**config.mk**
```make
export PLATFORM = sky130hd
export DESIGN_NAME = serial_add
export DESIGN_NICKNAME = d
export VERILOG_FILES = /design/src/rtl/serial_add_pkg.sv /design/src/rtl/serial_add_fa.sv /design/src/rtl/serial_add.sv
export SDC_FILE = /design/constraint.sdc
export NUM_CORES = 1
export LEC_CHECK = 0
export ABC_AREA = 1
export CORE_UTILIZATION = 50
export CTS_BUF_LIST = sky130_fd_sc_hd__clkbuf_16
export DETAILED_ROUTE_END_ITERATION = 12
export PLACE_DENSITY_LB_ADDON = 0.2
export SLEW_MARGIN = 20
export SYNTH_ARGS = -nofsm -noshare
export SYNTH_HDL_FRONTEND = slang
export SYNTH_SLANG_ARGS = --single-unit
```
**constraint.sdc**
```tcl
create_clock -name clk -period 1.7 [get_ports clk]
set_clock_uncertainty 0.1 [all_clocks]
set_input_delay 0.34 -clock clk [delete_from_list [all_inputs] [get_ports clk]]
set_output_delay 0.34 -clock clk [all_outputs]
set_load 0.05 [all_outputs]
```
**src/rtl/serial_add_pkg.sv**
```systemverilog
// Shared constants and state encoding for the bit-serial adder.
// Optional overflow output is enabled in serial_add by defining SERIAL_ADD_OVF_EN.
package serial_add_pkg;

  localparam int SERIAL_ADD_WIDTH = 4;

  localparam logic [1:0] ST_IDLE = 2'd0;
  localparam logic [1:0] ST_RUN  = 2'd1;
  localparam logic [1:0] ST_DONE = 2'd2;

  typedef enum logic [1:0] {
    S_IDLE = ST_IDLE,
    S_RUN  = ST_RUN,
    S_DONE = ST_DONE
  } state_e;

endpackage

```
**src/rtl/serial_add_fa.sv**
```systemverilog
// Single-bit full adder used as the arithmetic core of serial_add.
module fa (
  input  logic a,
  input  logic b,
  input  logic ci,
  output logic co,
  output logic s
);

  assign s  = a ^ b ^ ci;
  assign co = (a & b) | (a & ci) | (b & ci);

endmodule

```
**src/rtl/serial_add.sv**
```systemverilog
// Bit-serial adder: one bit pair per cycle through fa, LSB first, with registered sum.
// Define SERIAL_ADD_OVF_EN to add the two's-complement overflow output ovf.
module serial_add
  import serial_add_pkg::*;
#(
  parameter int WIDTH = SERIAL_ADD_WIDTH
) (
  input  logic             clk,
  input  logic             rst,
  input  logic             start,
  input  logic [WIDTH-1:0] a,
  input  logic [WIDTH-1:0] b,
  input  logic             ci,
  output logic             busy,
  output logic             done,
  output logic [WIDTH-1:0] s,
  output logic             co
`ifdef SERIAL_ADD_OVF_EN
  ,
  output logic             ovf
`endif
);

  localparam int CW = $clog2(WIDTH);
  localparam logic [CW-1:0] CNT_LAST = CW'(WIDTH - 1);

  state_e           state_q, state_d;
  logic [CW-1:0]    cnt_q, cnt_d;
  logic [WIDTH-1:0] a_sh_q, a_sh_d;
  logic [WIDTH-1:0] b_sh_q, b_sh_d;
  logic [WIDTH-1:0] sum_sh_q, sum_sh_d;
  logic             carry_q, carry_d;
  logic [WIDTH-1:0] s_q, s_d;
  logic             co_q, co_d;
  logic             fa_s, fa_co;
  logic [WIDTH-1:0] sum_nx;
`ifdef SERIAL_ADD_OVF_EN
  logic             ovf_q, ovf_d;
`endif

  fa u_fa (
    .a  (a_sh_q[0]),
    .b  (b_sh_q[0]),
    .ci (carry_q),
    .co (fa_co),
    .s  (fa_s)
  );

  // Sum bits enter from the MSB side so bit 0 lands at s[0] after WIDTH shifts.
  assign sum_nx = {fa_s, sum_sh_q[WIDTH-1:1]};

  always_comb begin
    state_d  = state_q;
    cnt_d    = cnt_q;
    a_sh_d   = a_sh_q;
    b_sh_d   = b_sh_q;
    sum_sh_d = sum_sh_q;
    carry_d  = carry_q;
    s_d      = s_q;
    co_d     = co_q;
`ifdef SERIAL_ADD_OVF_EN
    ovf_d    = ovf_q;
`endif
    unique case (state_q)
      S_IDLE: begin
        if (start) begin
          state_d = S_RUN;
          a_sh_d  = a;
          b_sh_d  = b;
          carry_d = ci;
          cnt_d   = '0;
        end
      end
      S_RUN: begin
        a_sh_d   = a_sh_q >> 1;
        b_sh_d   = b_sh_q >> 1;
        sum_sh_d = sum_nx;
        carry_d  = fa_co;
        if (cnt_q == CNT_LAST) begin
          state_d = S_DONE;
          s_d     = sum_nx;
          co_d    = fa_co;
`ifdef SERIAL_ADD_OVF_EN
          // carry_q is the carry into the MSB while the MSB is being added.
          ovf_d   = carry_q ^ fa_co;
`endif
        end else begin
          cnt_d = cnt_q + CW'(1);
        end
      end
      S_DONE: state_d = S_IDLE;
      default: state_d = S_IDLE;
    endcase
  end

  always_ff @(posedge clk or posedge rst) begin
    if (rst) begin
      state_q  <= S_IDLE;
      cnt_q    <= '0;
      a_sh_q   <= '0;
      b_sh_q   <= '0;
      sum_sh_q <= '0;
      carry_q  <= 1'b0;
      s_q      <= '0;
      co_q     <= 1'b0;
`ifdef SERIAL_ADD_OVF_EN
      ovf_q    <= 1'b0;
`endif
    end else begin
      state_q  <= state_d;
      cnt_q    <= cnt_d;
      a_sh_q   <= a_sh_d;
      b_sh_q   <= b_sh_d;
      sum_sh_q <= sum_sh_d;
      carry_q  <= carry_d;
      s_q      <= s_d;
      co_q     <= co_d;
`ifdef SERIAL_ADD_OVF_EN
      ovf_q    <= ovf_d;
`endif
    end
  end

  assign busy = (state_q == S_RUN);
  assign done = (state_q == S_DONE);
  assign s    = s_q;
  assign co   = co_q;
`ifdef SERIAL_ADD_OVF_EN
  assign ovf  = ovf_q;
`endif

endmodule
```
==> impl.org, run 1 <==
** Floorplanning
- The die covers 2180 µm².
- 19 I/O pins were placed.
- Effective utilization at floorplan :: 0.555
- Die boundary width :: 46.7 µm
- Die boundary height :: 46.7 µm
- In this run the core area contains 15 standard-cell rows.
- The core region is 1800 µm².

** Route
- Number of violations reported at the end of detailed-routing iteration 0 :: 44
- Via density per instance :: 5.03
- Final routed wirelength across all metal layers :: 2.14 mm
- For this block, the via count after detailed routing is 855.
- In the final routed layout, each cell accounts on average for 12.6 µm.
- In the routed design, unresolved DRC markers number 0.
- Before antenna repair, the detailed router went through 4 iterations.
- Number of antenna-violating nets in the routed design :: 0

** STA
- Final slew viol count :: 0
- Derived from the worst setup path, the maximum achievable clock frequency is 615 MHz.
- Setup violations remaining at the end of the flow were counted as 0.
- Final-layout setup total negative slack :: 0 ps
- Headroom to the max-slew limit :: 0.752
- Post-route minimum period :: 1630 ps
- The number of endpoints with negative hold slack in the final report was 0.
- The tightest hold path in the finished design has a slack of 317 ps.
- After layout, the worst setup slack is 74.6 ps.
- Final clock period utilization by the worst path :: 0.956
- Unrepaired setup endpoints after global routing :: false
- Tightest Pin Transition :: 372 ps

** Yosys
- After synthesis the netlist holds a flip-flop and latch count of 21.
- The most used flip-flop cell after synthesis is sky130_fd_sc_hd__dfrtp_1.
- The most common cell in the synthesized netlist is sky130_fd_sc_hd__nand2_1.
- Synthesis produced a netlist with a net count of 137.
- During synthesis, Yosys emitted a total of 0 warnings.
- Synth cell types :: 16
- The share of synthesized area in the top cell type comes to 0.526.
- For this run, the register share of the synthesized area comes to 0.526.
- Yosys mapped a number of flops with a built-in enable equal to 0.
- Sorting the synthesized cells by how often they occur yields 38 x sky130_fd_sc_hd__nand2_1, 23 x sky130_fd_sc_hd__inv_1, 21 x sky130_fd_sc_hd__dfrtp_1.
- After synthesis, the mean cell area works out to 8.13 µm².
- Dominant cell type by area after synthesis :: sky130_fd_sc_hd__dfrtp_1
- After technology mapping, the gate count stands at 123.
- Proportion of synthesized flip-flops having asynchronous set or reset :: 1.00
- By area the synthesized netlist is led by sky130_fd_sc_hd__dfrtp_1 53%, sky130_fd_sc_hd__nand2_1 14%, sky130_fd_sc_hd__nand3_1 9.0%, sky130_fd_sc_hd__inv_1 8.6%, sky130_fd_sc_hd__o21ai_0 2.5%.
- In this run the cell area of the synthesized design comes to 1000 µm².

** Power
- The share of total power dissipated in sequential elements is 0.339.
- Final Total Pwr :: 2.81 mW
- For this design the total switching power over the nets is 1.20 mW.
- Leakage power of the design :: 0.721 nW
- The share of total power dissipated in the clock network is 0.170.
- Cell internal pwr :: 1.61 mW
- Across the VDD grid, the largest voltage drop is 1.28 mV.
- Combinational share of power :: 0.491
- Power density of the placed cells :: 2080 nW/µm²
- Switching fraction of total power :: 0.427

** Worst setup path
- STA classifies the critical path endpoint as a primary output.
- Critical path required time :: 1260 ps
- STA classifies the critical path startpoint as a flop.
- Arrival time at the worst endpoint :: 1190 ps
- The worst setup path is of the flop to primary output kind.
- In this run the worst path has a maximum fanout of 9.

** Clocking
- Clock insertion delay at the later pin of the skew report :: 250 ps
- H-Tree Level Count :: 1
- After clock tree synthesis, the clock-pin slew on the worst setup and hold paths is 50 ps.
- Buffers added to address setup during post-CTS repair amount to 0.
- Buffer type at the clock tree root :: sky130_fd_sc_hd__clkbuf_16
- TritonCTS built the clock tree.
- The clock passes through at most 2 buffers.
- In this run, CTS created clock tree buffers numbering 3.
- For this design, the sink count on the clock tree is 21.

** Layout
- After the last flow step, the layout net total stands at 160.
- # diodes :: 0
- Layout cell share with drive strength beyond 1 :: 0.152
- Final core utilization :: 0.751
- Relative to the synthesized area, the layout overhead comes to 35.3%.

** GRT
- For this run, the total global-route usage over all layers was measured as 0.242.
- Number of global-route vias before repair :: 846
- First-pass GRT wire length :: 3.58 mm
- Entering global routing, the biggest net connects 22 pins.
- The number of antenna violations at the first check in global routing was 0.
- For this run the aggregate overflow at the end of global routing stands at 0.

** Worst hold path
- Tightest Hold Check Type :: input port to asynchronous set/reset pin

** Placed design
- OpenSTA, run right after detailed placement, puts the worst setup slack at 164 ps.
- Port buffering added 18 buffers.
- The HPWL after detailed placement is 1.50 mm.
- The congestion estimate from routability-driven global placement came to 0.832.

** Run status
- The run finished with clean final reports.

** Job
- Maxcap violations :: 0
==> worst paths after layout <==
path                                to  startpoint  cells after the start  slack (ps)
max                               done  state_q[1]                      4          70
min                        sum_sh_q[1]         rst                      3         320
max in group asynchronous   state_q[0]         rst                      3         950
min in group clk             a_sh_q[2]   a_sh_q[2]                      2         400
max reg2reg                  b_sh_q[2]  state_q[1]                      6         330
min reg2reg                  a_sh_q[2]   a_sh_q[2]                      2         400
==> layout make-up <==
class                   count  area (µm²)
clock buffers               3        75.1
clock inverters             1        3.75
fillers                   136         449
inverters                  25        93.8
multi-input cells          74         362
flip-flops and latches     21         527
well taps                  25        31.3
repair buffers             21         260
==> per-stage QoR <==
stage,instances,instance area [µm²]
global placement,166,1270
global route,170,1350
floorplan,123,1000
finish,170,1350
detailed placement,166,1270
CTS,170,1350
==> registers in the layout (all words and copies together), names as in the netlist <==
signal,count
cnt_q,2
state_q,2
co,1
a_sh_q,4
sum_sh_q,3
carry_q,1
b_sh_q,4
s,4
==> metal layers <==
layer | wire length (µm) | track usage
met2 | 1130 | 0.431
met1 | 905 | 0.293
met3 | 84 | 0.0353
met4 | 11 | 0.0914
met5 | 0 | 0
==> power groups by stage <==
| stage | Combinational (mW) | Clock (mW) | Sequential [mW] |
|---|---|---|---|
| after floorplan | 0.778 | 0 | 1.04 |
| after global placement | 1.31 | 0 | 0.934 |
| after detailed placement | 1.36 | 0 | 0.946 |
| after CTS | 1.38 | 0.487 | 0.947 |
| after global routing | 1.54 | 0.513 | 0.976 |
| final | 1.38 | 0.477 | 0.953 |
==> layout by cell type (no fill, tap or decap) <==
| cell | n |
|---|---|
| sky130_fd_sc_hd__inv_2 | 3 |
| sky130_fd_sc_hd__o21ai_0 | 5 |
| sky130_fd_sc_hd__nor2_2 | 1 |
| sky130_fd_sc_hd__inv_1 | 23 |
| sky130_fd_sc_hd__fa_1 | 1 |
| sky130_fd_sc_hd__nor2_4 | 1 |
| sky130_fd_sc_hd__clkbuf_16 | 3 |
| sky130_fd_sc_hd__nand2_2 | 2 |
| sky130_fd_sc_hd__dfrtp_1 | 20 |
| sky130_fd_sc_hd__o21ai_1 | 4 |
| sky130_fd_sc_hd__buf_4 | 4 |
| sky130_fd_sc_hd__buf_12 | 6 |
| sky130_fd_sc_hd__clkdlybuf4s50_1 | 11 |
| sky130_fd_sc_hd__nand3_1 | 18 |
| sky130_fd_sc_hd__nand4_1 | 2 |
| sky130_fd_sc_hd__ha_1 | 1 |
| sky130_fd_sc_hd__o21ai_2 | 1 |
| sky130_fd_sc_hd__dfrtp_2 | 1 |
| sky130_fd_sc_hd__nand2_1 | 38 |
==> critical path, cell delays in order, from the launching register on <==
cell and delay (ps):
sky130_fd_sc_hd__dfrtp_1 400, sky130_fd_sc_hd__inv_2 110, sky130_fd_sc_hd__buf_12 150, sky130_fd_sc_hd__nor2_2 120
sky130_fd_sc_hd__buf_12 150
==> timing repair <==
action,CTS,global route
endpoints found under the setup margin,2,1
resized for setup,1,1
hold buffers,0,0
==> logic make-up (layout without fill, tap and decap cells) <==
| kind of cell | after synthesis | count (layout) | share of synthesized area |
|---|---|---|---|
| AOI/OAI and AO/OA | 10 | 10 | 0.0538 |
| and+or+nand+nor | 62 | 62 | 0.273 |
| adders and majority gates | 2 | 2 | 0.0325 |
| buffers and inverters | 28 | 50 | 0.115 |
| DFF | 21 | 21 | 0.526 |
(Power assumes the default switching activity.)
==> run 2, diff against run 1 <==
--- a/config.mk
+++ b/config.mk
@@ -14,3 +14,4 @@
 export SYNTH_ARGS = -nofsm -noshare
 export SYNTH_HDL_FRONTEND = slang
 export SYNTH_SLANG_ARGS = --single-unit
+export TNS_END_PERCENT = 50
==> results of run 2 <==
Final layout, timing and power as in run 1 (identical DEF).
==> run 3, diff against run 2 <==
--- a/config.mk
+++ b/config.mk
@@ -6,6 +6,8 @@
 export NUM_CORES = 1
 export LEC_CHECK = 0
 export ABC_AREA = 1
+export ABC_CLOCK_PERIOD_IN_PS = 1700
+export CAP_MARGIN = 20
 export CORE_UTILIZATION = 50
 export CTS_BUF_LIST = sky130_fd_sc_hd__clkbuf_16
 export DETAILED_ROUTE_END_ITERATION = 12
==> results of run 3 <==
Final layout, timing and power as in run 1 (identical DEF).
